### src/rtl/tartaruga_pkg.sv
// -----------------------------------------------------------------------------
// tartaruga_pkg
// Shared types for the memory-side blocks of the cache subsystem.
//   bus32_t          : 32-bit bus address
//   line_t           : one 128-bit cache line
//   mem_arb_state_t  : states of the line-memory arbiter
// -----------------------------------------------------------------------------
package tartaruga_pkg;

   localparam int LINE_W = 128;

   typedef logic [31:0]       bus32_t;
   typedef logic [LINE_W-1:0] line_t;

   typedef enum logic [1:0] {
      IDLE     = 2'd0,
      ISSUE    = 2'd1,
      WAIT_RSP = 2'd2,
      RESP     = 2'd3
   } mem_arb_state_t;

endpackage

### src/rtl/rr_arbiter.sv
// -----------------------------------------------------------------------------
// rr_arbiter
// Purely combinational round-robin pick. The search starts at index `ptr`
// and wraps modulo NUM_REQ; the first asserted request wins.
// Ports:
//   req     in  NUM_REQ : request vector
//   ptr     in  IDX_W   : highest-priority index for this pick (< NUM_REQ)
//   gnt     out NUM_REQ : one-hot grant (all zero when no request)
//   gnt_idx out IDX_W   : binary index of the winner (0 when no request)
//   any     out 1       : at least one request is asserted
// -----------------------------------------------------------------------------
module rr_arbiter #(
   parameter int  NUM_REQ = 2,
   localparam int IDX_W   = $clog2(NUM_REQ)
) (
   input  logic [NUM_REQ-1:0] req,
   input  logic [IDX_W-1:0]   ptr,
   output logic [NUM_REQ-1:0] gnt,
   output logic [IDX_W-1:0]   gnt_idx,
   output logic               any
);

   logic [IDX_W-1:0] cand;

   always_comb begin
      gnt     = '0;
      gnt_idx = '0;
      any     = 1'b0;
      cand    = '0;
      // Walk the requesters in priority order ptr, ptr+1, ... (wrapping);
      // the first hit is kept and later hits are ignored.
      for (int k = 0; k < NUM_REQ; k++) begin
         cand = IDX_W'((int'(ptr) + k) % NUM_REQ);
         if (!any && req[cand]) begin
            any     = 1'b1;
            gnt_idx = cand;
         end
      end
      if (any) begin
         gnt[gnt_idx] = 1'b1;
      end
   end

endmodule

### src/rtl/mem_arbiter.sv
// -----------------------------------------------------------------------------
// mem_arbiter
// Shares one blocking line-memory port (one outstanding transaction) between
// NUM_REQ cache requesters with round-robin fairness. A granted request is
// latched, issued to memory, its response captured and returned to the
// requester that issued it before the next grant.
// Ports:
//   clk_i, rstn_i            : clock (rising edge), async active-low reset
//   req_valid_i/req_ready_o  : per-requester request handshake
//   req_addr_i/req_we_i/req_data_i : per-requester line address, write flag, write line
//   rsp_valid_o/rsp_ready_i  : per-requester response handshake (owner only)
//   rsp_addr_o/rsp_data_o    : shared response address / read line
//   mem_req_*                : request side of the memory wrapper
//   mem_rsp_*                : response side of the memory wrapper
//   err_o                    : sticky protocol error (unexpected or mismatched response)
// -----------------------------------------------------------------------------
module mem_arbiter
   import tartaruga_pkg::*;
#(
   parameter int NUM_REQ = 2
) (
   input  logic                      clk_i,
   input  logic                      rstn_i,

   input  logic [NUM_REQ-1:0]        req_valid_i,
   output logic [NUM_REQ-1:0]        req_ready_o,
   input  logic [NUM_REQ-1:0][31:0]  req_addr_i,
   input  logic [NUM_REQ-1:0]        req_we_i,
   input  logic [NUM_REQ-1:0][127:0] req_data_i,

   output logic [NUM_REQ-1:0]        rsp_valid_o,
   input  logic [NUM_REQ-1:0]        rsp_ready_i,
   output logic [31:0]               rsp_addr_o,
   output logic [127:0]              rsp_data_o,

   output logic                      mem_req_valid_o,
   input  logic                      mem_req_ready_i,
   output logic [31:0]               mem_addr_o,
   output logic                      mem_we_o,
   output logic [127:0]              mem_data_wr_o,

   input  logic                      mem_rsp_valid_i,
   output logic                      mem_rsp_ready_o,
   input  logic [31:0]               mem_rsp_addr_i,
   input  logic [127:0]              mem_data_line_i,

   output logic                      err_o
);

   localparam int IDX_W = $clog2(NUM_REQ);

   mem_arb_state_t   state_reg, state_next;
   logic [IDX_W-1:0] rr_ptr_reg;
   logic [IDX_W-1:0] owner_reg;
   bus32_t           addr_reg;
   logic             we_reg;
   line_t            data_reg;
   bus32_t           rsp_addr_reg;
   line_t            rsp_data_reg;
   logic             err_reg;

   logic [NUM_REQ-1:0] arb_gnt;
   logic [IDX_W-1:0]   arb_idx;
   logic               arb_any;
   logic               grant_fire;
   logic               rsp_capture;
   logic               err_set;
   logic [IDX_W-1:0]   rr_ptr_next;

   rr_arbiter #(
      .NUM_REQ (NUM_REQ)
   ) u_rr_arbiter (
      .req     (req_valid_i),
      .ptr     (rr_ptr_reg),
      .gnt     (arb_gnt),
      .gnt_idx (arb_idx),
      .any     (arb_any)
   );

   // Pointer moves just past the winner so that winner gets lowest priority next.
   assign rr_ptr_next = (arb_idx == IDX_W'(NUM_REQ - 1)) ? '0 : arb_idx + 1'b1;

   // Next-state and handshake outputs
   always_comb begin
      state_next      = state_reg;
      req_ready_o     = '0;
      rsp_valid_o     = '0;
      mem_req_valid_o = 1'b0;
      mem_rsp_ready_o = 1'b0;
      grant_fire      = 1'b0;
      rsp_capture     = 1'b0;
      case (state_reg)
         IDLE: begin
            // The grant is the handshake: ready only goes to a valid requester.
            if (arb_any) begin
               req_ready_o = arb_gnt;
               grant_fire  = 1'b1;
               state_next  = ISSUE;
            end
         end
         ISSUE: begin
            mem_req_valid_o = 1'b1;
            if (mem_req_ready_i) begin
               state_next = WAIT_RSP;
            end
         end
         WAIT_RSP: begin
            mem_rsp_ready_o = 1'b1;
            if (mem_rsp_valid_i) begin
               rsp_capture = 1'b1;
               state_next  = RESP;
            end
         end
         RESP: begin
            rsp_valid_o[owner_reg] = 1'b1;
            if (rsp_ready_i[owner_reg]) begin
               state_next = IDLE;
            end
         end
         default: begin
            state_next = IDLE;
         end
      endcase
   end

   // A response outside WAIT_RSP is dropped; a response for another address
   // is still delivered but flagged.
   assign err_set = (mem_rsp_valid_i && (state_reg != WAIT_RSP)) ||
                    (rsp_capture && (mem_rsp_addr_i != addr_reg));

   always_ff @(posedge clk_i or negedge rstn_i) begin
      if (!rstn_i) begin
         state_reg    <= IDLE;
         rr_ptr_reg   <= '0;
         owner_reg    <= '0;
         addr_reg     <= '0;
         we_reg       <= 1'b0;
         data_reg     <= '0;
         rsp_addr_reg <= '0;
         rsp_data_reg <= '0;
         err_reg      <= 1'b0;
      end else begin
         state_reg <= state_next;
         if (grant_fire) begin
            owner_reg  <= arb_idx;
            addr_reg   <= req_addr_i[arb_idx];
            we_reg     <= req_we_i[arb_idx];
            data_reg   <= req_data_i[arb_idx];
            rr_ptr_reg <= rr_ptr_next;
         end
         if (rsp_capture) begin
            rsp_addr_reg <= mem_rsp_addr_i;
            rsp_data_reg <= mem_data_line_i;
         end
         if (err_set) begin
            err_reg <= 1'b1;
         end
      end
   end

   assign mem_addr_o    = addr_reg;
   assign mem_we_o      = we_reg;
   assign mem_data_wr_o = data_reg;
   assign rsp_addr_o    = rsp_addr_reg;
   assign rsp_data_o    = rsp_data_reg;
   assign err_o         = err_reg;

endmodule

### config.mk
export PLATFORM = sky130hd
export DESIGN_NAME = mem_arbiter
export DESIGN_NICKNAME = d
export VERILOG_FILES = /design/src/rtl/tartaruga_pkg.sv /design/src/rtl/rr_arbiter.sv /design/src/rtl/mem_arbiter.sv
export SDC_FILE = /design/constraint.sdc
export NUM_CORES = 1
export LEC_CHECK = 0
export BUFFER_PORTS_ARGS = -buffer_cell sky130_fd_sc_hd__buf_4
export CAP_MARGIN = 20
export CORE_AREA = 2 2 315 317
export DETAILED_ROUTE_END_ITERATION = 7
export DIE_AREA = 0 0 317 319
export SYNTH_ARGS = -nofsm -noshare
export SYNTH_HDL_FRONTEND = slang
export SYNTH_SLANG_ARGS = --single-unit
export TNS_END_PERCENT = 50
### constraint.sdc
create_clock -name clk_i -period 3.2 [get_ports clk_i]
set_input_delay 0.16 -clock clk_i [delete_from_list [all_inputs] [get_ports clk_i]]
set_output_delay 0.16 -clock clk_i [all_outputs]
set_load 0.03 [all_outputs]
; ---- After elaboration in Yosys (flattened, before gate mapping)
; Index checks and enable logic that the tools add are counted.
[totals]
ff_bits = 326
input_bits = 490
out_inout_bits = 328
wordCells = 70
[classes]
addsub = 2
n_lt_le_gt_ge = 6
eq_ne = 9
n_mux = 35
reduce_logical = 9
[op_table]
columns = op, n
row1 = 128-bit 2-to-1 mux, 2
row2 = 32-bit 2-to-1 mux, 2
row3 = 32-bit inequality test, 1
row4 = 1-bit 2-to-1 mux, 21
row5 = 2-bit 2-to-1 mux, 7
row6 = "2-bit inequality test, second input constant", 5
row7 = "1-bit by 2-bit < comparator with 1-bit output, second input constant", 4
row8 = 2-bit case mux with 4 select lines, 1
row9 = 1-bit logical AND, 5
row10 = "2-bit == test, second input constant", 2
row11 = 4-bit AND reduction, 1
row12 = "1-bit adder, second input constant", 2
row13 = 1-bit demux with 1-bit select, 2
row14 = "2-bit by 1-bit == test with 1-bit output, second input constant", 1
row15 = "1-bit >= comparator, second input constant", 2
row16 = 2-bit zero test, 1
row17 = 1-bit zero test, 1
row18 = 1-bit logical OR, 1

; ---- Depth between registers and ports, before layout
; Gate-level depths: netlist of the first run.
[logic_depth]
ltp_word = 12
ltp_mapped = 9
mapped_depth_nobuf = 7

; ---- Cells and area by module
; A second synthesis of the first run with hierarchy kept.
[unflattened]
cells_unflattened = 1116
area_unflattened_um2 = 13914.6
[by_module_without_submodules]
columns = mod, n_inst, cells_per_inst, area_each_um2, seq_area_each_um2
row1 = mem_arbiter, 1, 1111, 13882.1, 8157.8
row2 = rr_arbiter, 1, 5, 32.5, 0.0

; ---- Worst setup path before layout of the first run
; OpenSTA, ideal clock, no wires.
[synth_path]
path_type = flip-flop to flip-flop
from = register state_reg[0]
to = register err_reg (netlist: err_o)
setup_ns = 0.141
arrival_ns = 1.808
path_slack_ns = 1.251
path_stages_with_launch = 7
synth_period_minus_slack_ns = 1.949
path_cell_list = dfrtp_1 > inv_1 > ha_1 > inv_1 > or4_1 > nor4_1 > a41oi_1
[synth_via]
elab_chain_cells = 4
[synth_rtl]
columns = element, line
row1 = from (decl), mem_arbiter.sv:52  ; mem_arb_state_t state_reg, state_next;
row2 = from (signal assigned), mem_arbiter.sv:143  ; state_reg <= state_next;
row3 = 2-bit == test, mem_arbiter.sv:92  ; case (state_reg)
row4 = 1-bit 2-to-1 mux, mem_arbiter.sv:92
row5 = 1-bit logical AND, mem_arbiter.sv:129  ; (rsp_capture && (mem_rsp_addr_i != addr_reg));
row6 = 1-bit logical OR (*), mem_arbiter.sv:128  ; assign err_set = (mem_rsp_valid_i && (state_reg != WAIT_RSP)) ||
row7 = to (signal assigned), mem_arbiter.sv:141  ; err_reg <= 1'b0;
row8 = to (signal assigned), mem_arbiter.sv:156  ; err_reg <= 1'b1;
row9 = to (decl), mem_arbiter.sv:60  ; logic err_reg;
; Mark *: on every way between the ends. The rest lies on a longest branch, timed or not.
; A chain may end at the register's enable or synchronous reset.

; ---- Worst setup path after layout of the first run
[layout_path]
from = register state_reg[0]
to = register data_reg[94] (netlist: mem_data_wr_o[94])
[layout_via]
elab_chain_cells = 2
[layout_rtl]
columns = element, line
row1 = 2-bit zero test, mem_arbiter.sv:92
row2 = 1-bit 2-to-1 mux, mem_arbiter.sv:92
row3 = to (signal assigned), mem_arbiter.sv:148  ; data_reg <= req_data_i[arb_idx];
row4 = to (decl), mem_arbiter.sv:57  ; line_t data_reg;
; Every way passes these cells.

==> results.sh, run 1 <==
export IMPL_io_buffers=817
export IMPL_violations="design-rule violations"
export IMPL_setup_tns_ns=0
export IMPL_yosys_warnings=0
export IMPL_syn_area_mm2=0.0132
export IMPL_seq_area_mm2=0.00816
export IMPL_startpoint_type="flop"
export IMPL_multi_input_area_mm2=0.00430
export IMPL_cts_sinks=326
export IMPL_drc_errors=3
export IMPL_areaGrowthSynthToFinish_pct=106
export IMPL_grt_use_met2=0.249
export IMPL_insertion_delay_ns=0.59
export IMPL_first_pass_iters=8
export IMPL_final_period_utilization=0.905
export IMPL_tightest_slew_ns=0.867
export IMPL_dieArea_mm2=0.101
export IMPL_crit_type="flop to flop"
export IMPL_num_io_pins=818
export IMPL_die_height_um=319
export IMPL_gp_congestion=0.816
export IMPL_synthDistinctLibCells=26
export IMPL_crit_fanout=74
export IMPL_initial_core_util=0.135
export IMPL_rows=115
export IMPL_drt_wl_total_um=77900
export IMPL_cts_resized=0
export IMPL_slew_headroom=0.422
export IMPL_cp_required_ns=3.73
export IMPL_critPathCaptureType="flop"
export IMPL_drive_above_1_share=0.465
export IMPL_antenna_found_initial=23
export IMPL_setup_violations=0
export IMPL_die_x_um=317
export IMPL_grt_max_degree=150
export IMPL_place_area_mm2=0.0210
export IMPL_grt_usage=0.147
export IMPL_syn_avg_cell_area_um2=13.4
export IMPL_grt_first_pass_wirelength_um=106000
export IMPL_ys_ff_latch=326
export IMPL_grt_pass1_vias=14800
export IMPL_nets=2779
export IMPL_hpwl_um=58500
export IMPL_n_fill_cell=9954
export IMPL_yosysSeqAreaShare=0.618
export IMPL_status="complete, but fails checks"
export IMPL_antenna_left=0
export IMPL_mostFrequentLayoutCells="buf_4, dlygate4sd3_1, dfrtp_1, mux2_2, inv_1"
export IMPL_cts_tree="built"
export IMPL_gr_max_usage_layer="met2"
export IMPL_core_mm2=0.0977
export IMPL_stdcell_area_mm2=0.0272
export IMPL_layout_commonest_cell="buf_4"
export IMPL_syn_nets=1480
export IMPL_clock_fmax_mhz=345
export IMPL_skew_ns=0.0127
export IMPL_cts_root_buf="clkbuf_16"
export IMPL_cts_buffers=42
export IMPL_synth_cells=986
export IMPL_wl_per_cell_um=21.6
export IMPL_period_needed_ns=2.90
export IMPL_drv_slew=0
export IMPL_hold_viol_final=0
export IMPL_grtUsageMet1=0.175
export IMPL_use_met3=0.0416
export IMPL_irDropWorstVdd_mv=0.676
export IMPL_overflow=0
export IMPL_cts_htree_levels=2
export IMPL_max_cap_viol_count=0
export IMPL_route_vias_total=14000
export IMPL_power_leakage_nw=13.1
export IMPL_p_per_area_mw_per_mm2=1010
export IMPL_rsz0062_at_grt="no"
export IMPL_worstPathArrival_ns=3.42
export IMPL_hp_class="input pin to flop"
export IMPL_post_drt_via_cell_ratio=3.87
export IMPL_clkTransAtPathRegs_ns=0.06
export IMPL_clk_path_buf_depth=3
export IMPL_first_iter_violations=1157
per-stage QoR:
step	power [mW]	util	hold slack, ns	cells	setup WS (ns)
after floorplan	14.8	-	-0.136	986	1.25
after global placement	20.8	0.215	0.198	3047	1.02
after detailed placement	20.9	0.215	0.196	3047	0.937
after CTS	27.7	0.278	0.00804	3602	0.362
after global routing	28.9	0.279	0.0277	3606	0.200
final	27.4	0.279	0.0314	3611	0.304
cells in the mapped netlist (all sizes together):
master / count / share of area
a21o: 2 / 0.0011
a221oi: 1 / 0.00066
a222oi: 123 / 0.093
a41oi: 1 / 0.00066
and2: 1 / 0.00047
buf: 37 / 0.014
clkbuf: 33 / 0.0094
dfrtp: 326 / 0.62
ha: 4 / 0.0038
inv: 128 / 0.036
mux2: 160 / 0.14
mux2i: 39 / 0.030
nand2: 40 / 0.011
nand4: 4 / 0.0019
nor2: 3 / 0.0010
nor2b: 2 / 0.00095
nor4: 5 / 0.0024
o21ai: 43 / 0.017
o22ai: 1 / 0.00047
or4: 1 / 0.00057
xnor2: 15 / 0.0099
xor2: 17 / 0.011
routing by layer:
layer / part of all wire / wire length, µm
met1: 0.40 / 31400
met2: 0.48 / 37800
met3: 0.081 / 6300
met4: 0.029 / 2230
met5: 0.0017 / 130
critical path, cell delays in order, from the launching register on:
cell           delay (ns)
dfrtp_1              0.40
inv_1                0.10
ha_1                 0.24
o21ai_4              0.14
nor2b_4              0.58
buf_12               0.34
a222oi_1             0.18
dlygate4sd3_1        0.63
inv_1                0.07
final cells by class:
class / instances / area share
sequential: 326 / 0.300
multi-input combinational: 462 / 0.158
clock inverter: 16 / 0.00565
timing repair buffer: 1325 / 0.415
clock buffer: 58 / 0.0445
inverter: 128 / 0.0176
tap: 1287 / 0.0591
antenna: 9 / 0.000827
power by group:
part | switching, mW | internal (mW)
combinational | 8.42 | 6.67
sequential | 1.41 | 6.18
clock | 1.96 | 2.81
total | 11.8 | 15.7
logic make-up (layout without fill, tap and decap cells):
| kind of cell | count (synthesis) | count (layout) | synth area share |
|---|---|---|---|
| adder cells (fa/ha/maj) | 4 | 4 | 0.00379 |
| AO/OA/AOI/OAI | 171 | 171 | 0.113 |
| other | 0 | 9 | 0 |
| flip-flops | 326 | 326 | 0.618 |
| AND/OR/NAND/NOR | 56 | 56 | 0.0187 |
| multiplexers | 199 | 199 | 0.166 |
| buffers and inverters | 198 | 1527 | 0.0599 |
| XOR/XNOR | 32 | 32 | 0.0212 |
timing repair:
action                                 4_1_cts  5_1_grt
hold buffers                               481        0
endpoints found under the hold margin      389        0
setup buffers                                0        0
final timing paths:
path                                          from                  to  slack, ns  cells after the start
worst min register to register  mem_data_wr_o[109]  mem_data_wr_o[109]       0.48                      2
max in group asynchronous                   rstn_i      rsp_data_o[65]       2.14                      3
worst max-delay path                  state_reg[0]   mem_data_wr_o[94]       0.30                      8
min in group asynchronous                   rstn_i      rsp_data_o[42]       0.15                      2
worst max register to register        state_reg[0]   mem_data_wr_o[94]       0.30                      8
worst min-delay path                req_addr_i[63]      mem_addr_o[31]       0.03                      3
Power figures use the tool's default switching activity.
==> run 2: changes to the inputs <==
--- a/config.mk
+++ b/config.mk
@@ -7,9 +7,10 @@
 export LEC_CHECK = 0
 export BUFFER_PORTS_ARGS = -buffer_cell sky130_fd_sc_hd__buf_4
 export CAP_MARGIN = 20
-export CORE_AREA = 2 2 315 317
+export CORE_AREA = 2 2 317 319
 export DETAILED_ROUTE_END_ITERATION = 7
-export DIE_AREA = 0 0 317 319
+export DIE_AREA = 0 0 319 321
+export SETUP_SLACK_MARGIN = 0.05
 export SYNTH_ARGS = -nofsm -noshare
 export SYNTH_HDL_FRONTEND = slang
 export SYNTH_SLANG_ARGS = --single-unit
==> constraint.sdc (replaced) <==
create_clock -name clk_i -period 2.6 [get_ports clk_i]
set_input_delay 0.13 -clock clk_i [delete_from_list [all_inputs] [get_ports clk_i]]
set_output_delay 0.13 -clock clk_i [all_outputs]
set_load 0.03 [all_outputs]
==> run 2 against run 1 <==
Net effect: the run still ends with design-rule violations left; global-route usage fell by 0.66 points; sequential share of layout area fell by 0.16 points; clock skew fell by 0.0041 ns; final area rose by 0.55%; sequential power rose by 24%; via count barely moved; combinational power rose by 17%; largest power group unchanged.
==> results.sh, run 2 (synthesis results as in run 1) <==
export IMPL_grt_pass1_vias=14900
export IMPL_grtUsageMet1=0.164
export IMPL_violations="design-rule violations"
export IMPL_antenna_left=0
export IMPL_mostFrequentLayoutCells="buf_4, dlygate4sd3_1, dfrtp_1, mux2_2, inv_1"
export IMPL_drv_slew=0
export IMPL_overflow=0
export IMPL_cp_required_ns=3.07
export IMPL_hold_path_startpoint="req_valid_i[0]"
export IMPL_irDropWorstVdd_mv=0.595
export IMPL_die_x_um=319
export IMPL_gr_max_usage_layer="met2"
export IMPL_crit_path_start="state_reg[0]"
export IMPL_setup_tns_ns=0
export IMPL_hp_class="input pin to flop"
export IMPL_initial_core_util=0.133
export IMPL_wl_per_cell_um=20.8
export IMPL_antenna_found_initial=28
export IMPL_place_area_mm2=0.0211
export IMPL_p_per_area_mw_per_mm2=1190
export IMPL_insertion_delay_ns=0.58
export IMPL_max_cap_viol_count=0
export IMPL_cts_buffers=40
export IMPL_cts_sinks=326
export IMPL_dieArea_mm2=0.102
export IMPL_startpoint_type="flop"
export IMPL_holdWs_ns=0.113
export IMPL_setup_violations=0
export IMPL_io_buffers=817
export IMPL_first_pass_iters=8
export IMPL_grt_use_met2=0.242
export IMPL_period_needed_ns=2.44
export IMPL_die_height_um=321
export IMPL_r2r_start="state_reg[0]"
export IMPL_grt_max_degree=140
export IMPL_cts_root_buf="clkbuf_16"
export IMPL_slew_headroom=0.493
export IMPL_clkTransAtPathRegs_ns=0.06
export IMPL_crit_fanout=70
export IMPL_grt_usage=0.140
export IMPL_stdcell_area_mm2=0.0274
export IMPL_clock_fmax_mhz=410
export IMPL_nets=2803
export IMPL_route_vias_total=14000
export IMPL_hold_viol_final=0
export IMPL_gp_congestion=0.815
export IMPL_post_drt_via_cell_ratio=3.84
export IMPL_crit_type="flop to flop"
export IMPL_clk_path_buf_depth=3
export IMPL_layout_commonest_cell="buf_4"
export IMPL_areaGrowthSynthToFinish_pct=107
export IMPL_cts_htree_levels=2
export IMPL_drive_above_1_share=0.467
export IMPL_worstPathArrival_ns=2.91
export IMPL_drc_errors=37
export IMPL_skew_ns=0.00869
export IMPL_rows=116
export IMPL_first_iter_violations=1186
export IMPL_status="complete, but fails checks"
export IMPL_drt_wl_total_um=75700
export IMPL_use_met3=0.0436
export IMPL_rsz0062_at_grt="no"
export IMPL_critPathCaptureType="flop"
export IMPL_final_period_utilization=0.939
export IMPL_total_power_mw=32.6
export IMPL_grt_first_pass_wirelength_um=105000
export IMPL_tightest_slew_ns=0.755
export IMPL_core_mm2=0.0993
export IMPL_hpwl_um=56100
export IMPL_utilization=0.276
export IMPL_cts_tree="built"
export IMPL_num_io_pins=818
export IMPL_power_leakage_nw=13.3
## run 2: cell types whose count changed in the layout (fill, tap and decap cells not counted)
| cell | before | now |
|---|---|---|
| inv_6 | 4 | 2 |
| buf_6 | 0 | 2 |
| inv_16 | 0 | 1 |
| dlygate4sd3_1 | 481 | 484 |
| buf_4 | 832 | 854 |
| clkbuf_1 | 7 | 12 |
| clkinv_8 | 0 | 1 |
| buf_12 | 11 | 9 |
| clkbuf_8 | 8 | 7 |
| ha_2 | 0 | 1 |
| clkinv_2 | 7 | 5 |
| clkinv_4 | 1 | 0 |
| ha_1 | 4 | 3 |
| clkbuf_16 | 43 | 41 |
## run 2: path summary, 6_finish.rpt
| kind | end | slack (ns) | cells past startpoint |
|---|---|---|---|
| worst min-delay path | state_reg[1] | 0.11 | 5 |
| worst max register to register | mem_data_wr_o[18] | 0.16 | 7 |
| max in group asynchronous | mem_data_wr_o[76] | 1.59 | 3 |
| worst min register to register | mem_data_wr_o[107] | 0.48 | 2 |
| min in group asynchronous | mem_data_wr_o[123] | 0.14 | 2 |
| worst max-delay path | mem_data_wr_o[18] | 0.16 | 7 |
## run 2: metrics by stage
step | worst slack, ns | cells
2_1_floorplan | 0.651 | 986
3_5_place_dp | 0.266 | 3074
3_3_place_gp | 0.235 | 3074
4_1_cts | 0.0559 | 3632
5_1_grt | 0.0415 | 3641
6_report | 0.158 | 3646
## run 2: worst max-delay path, cell delays in order, from the launching register on
cell and delay [ns]:
dfrtp_1 0.40, inv_1 0.11, ha_2 0.23, o21ai_4 0.12
clkbuf_16 0.25, a222oi_1 0.43, dlygate4sd3_1 0.62, inv_1 0.05
## run 2: cell type report
| class | count | area [µm²] |
|---|---|---|
| Sequential cell | 326 | 8160 |
| Clock buffer | 59 | 1140 |
| Tap cell | 1298 | 1620 |
| Multi-Input combinational cell | 462 | 4300 |
| Fill cell | 10200 | 71900 |
| Timing Repair Buffer | 1351 | 11500 |
| Inverter | 128 | 480 |
| Antenna cell | 9 | 22.5 |
| Clock inverter | 13 | 154 |
## run 2: repair_timing
action,4_1_cts,5_1_grt
hold buffers,484,4
resized for setup,0,4
hold endpoints to repair,396,4
pin swaps,0,4
setup buffers,2,4
cloned,0,1
setup endpoints to repair,1,47
## run 2: where the power goes
part / switching (mW) / leakage [nW] / internal [mW]
Clock: 2.34 / 0.631 / 3.27
Combinational: 10.1 / 8.68 / 7.46
Sequential: 1.79 / 3.96 / 7.60
Total: 14.2 / 13.3 / 18.3
## run 2: per-layer routing
metal | up-vias | wire, µm
met1 | 6805 | 29700
met4 | 28 | 2660
met3 | 152 | 6210
met5 | - | 190
met2 | 752 | 37000
li1 | 6259 | -
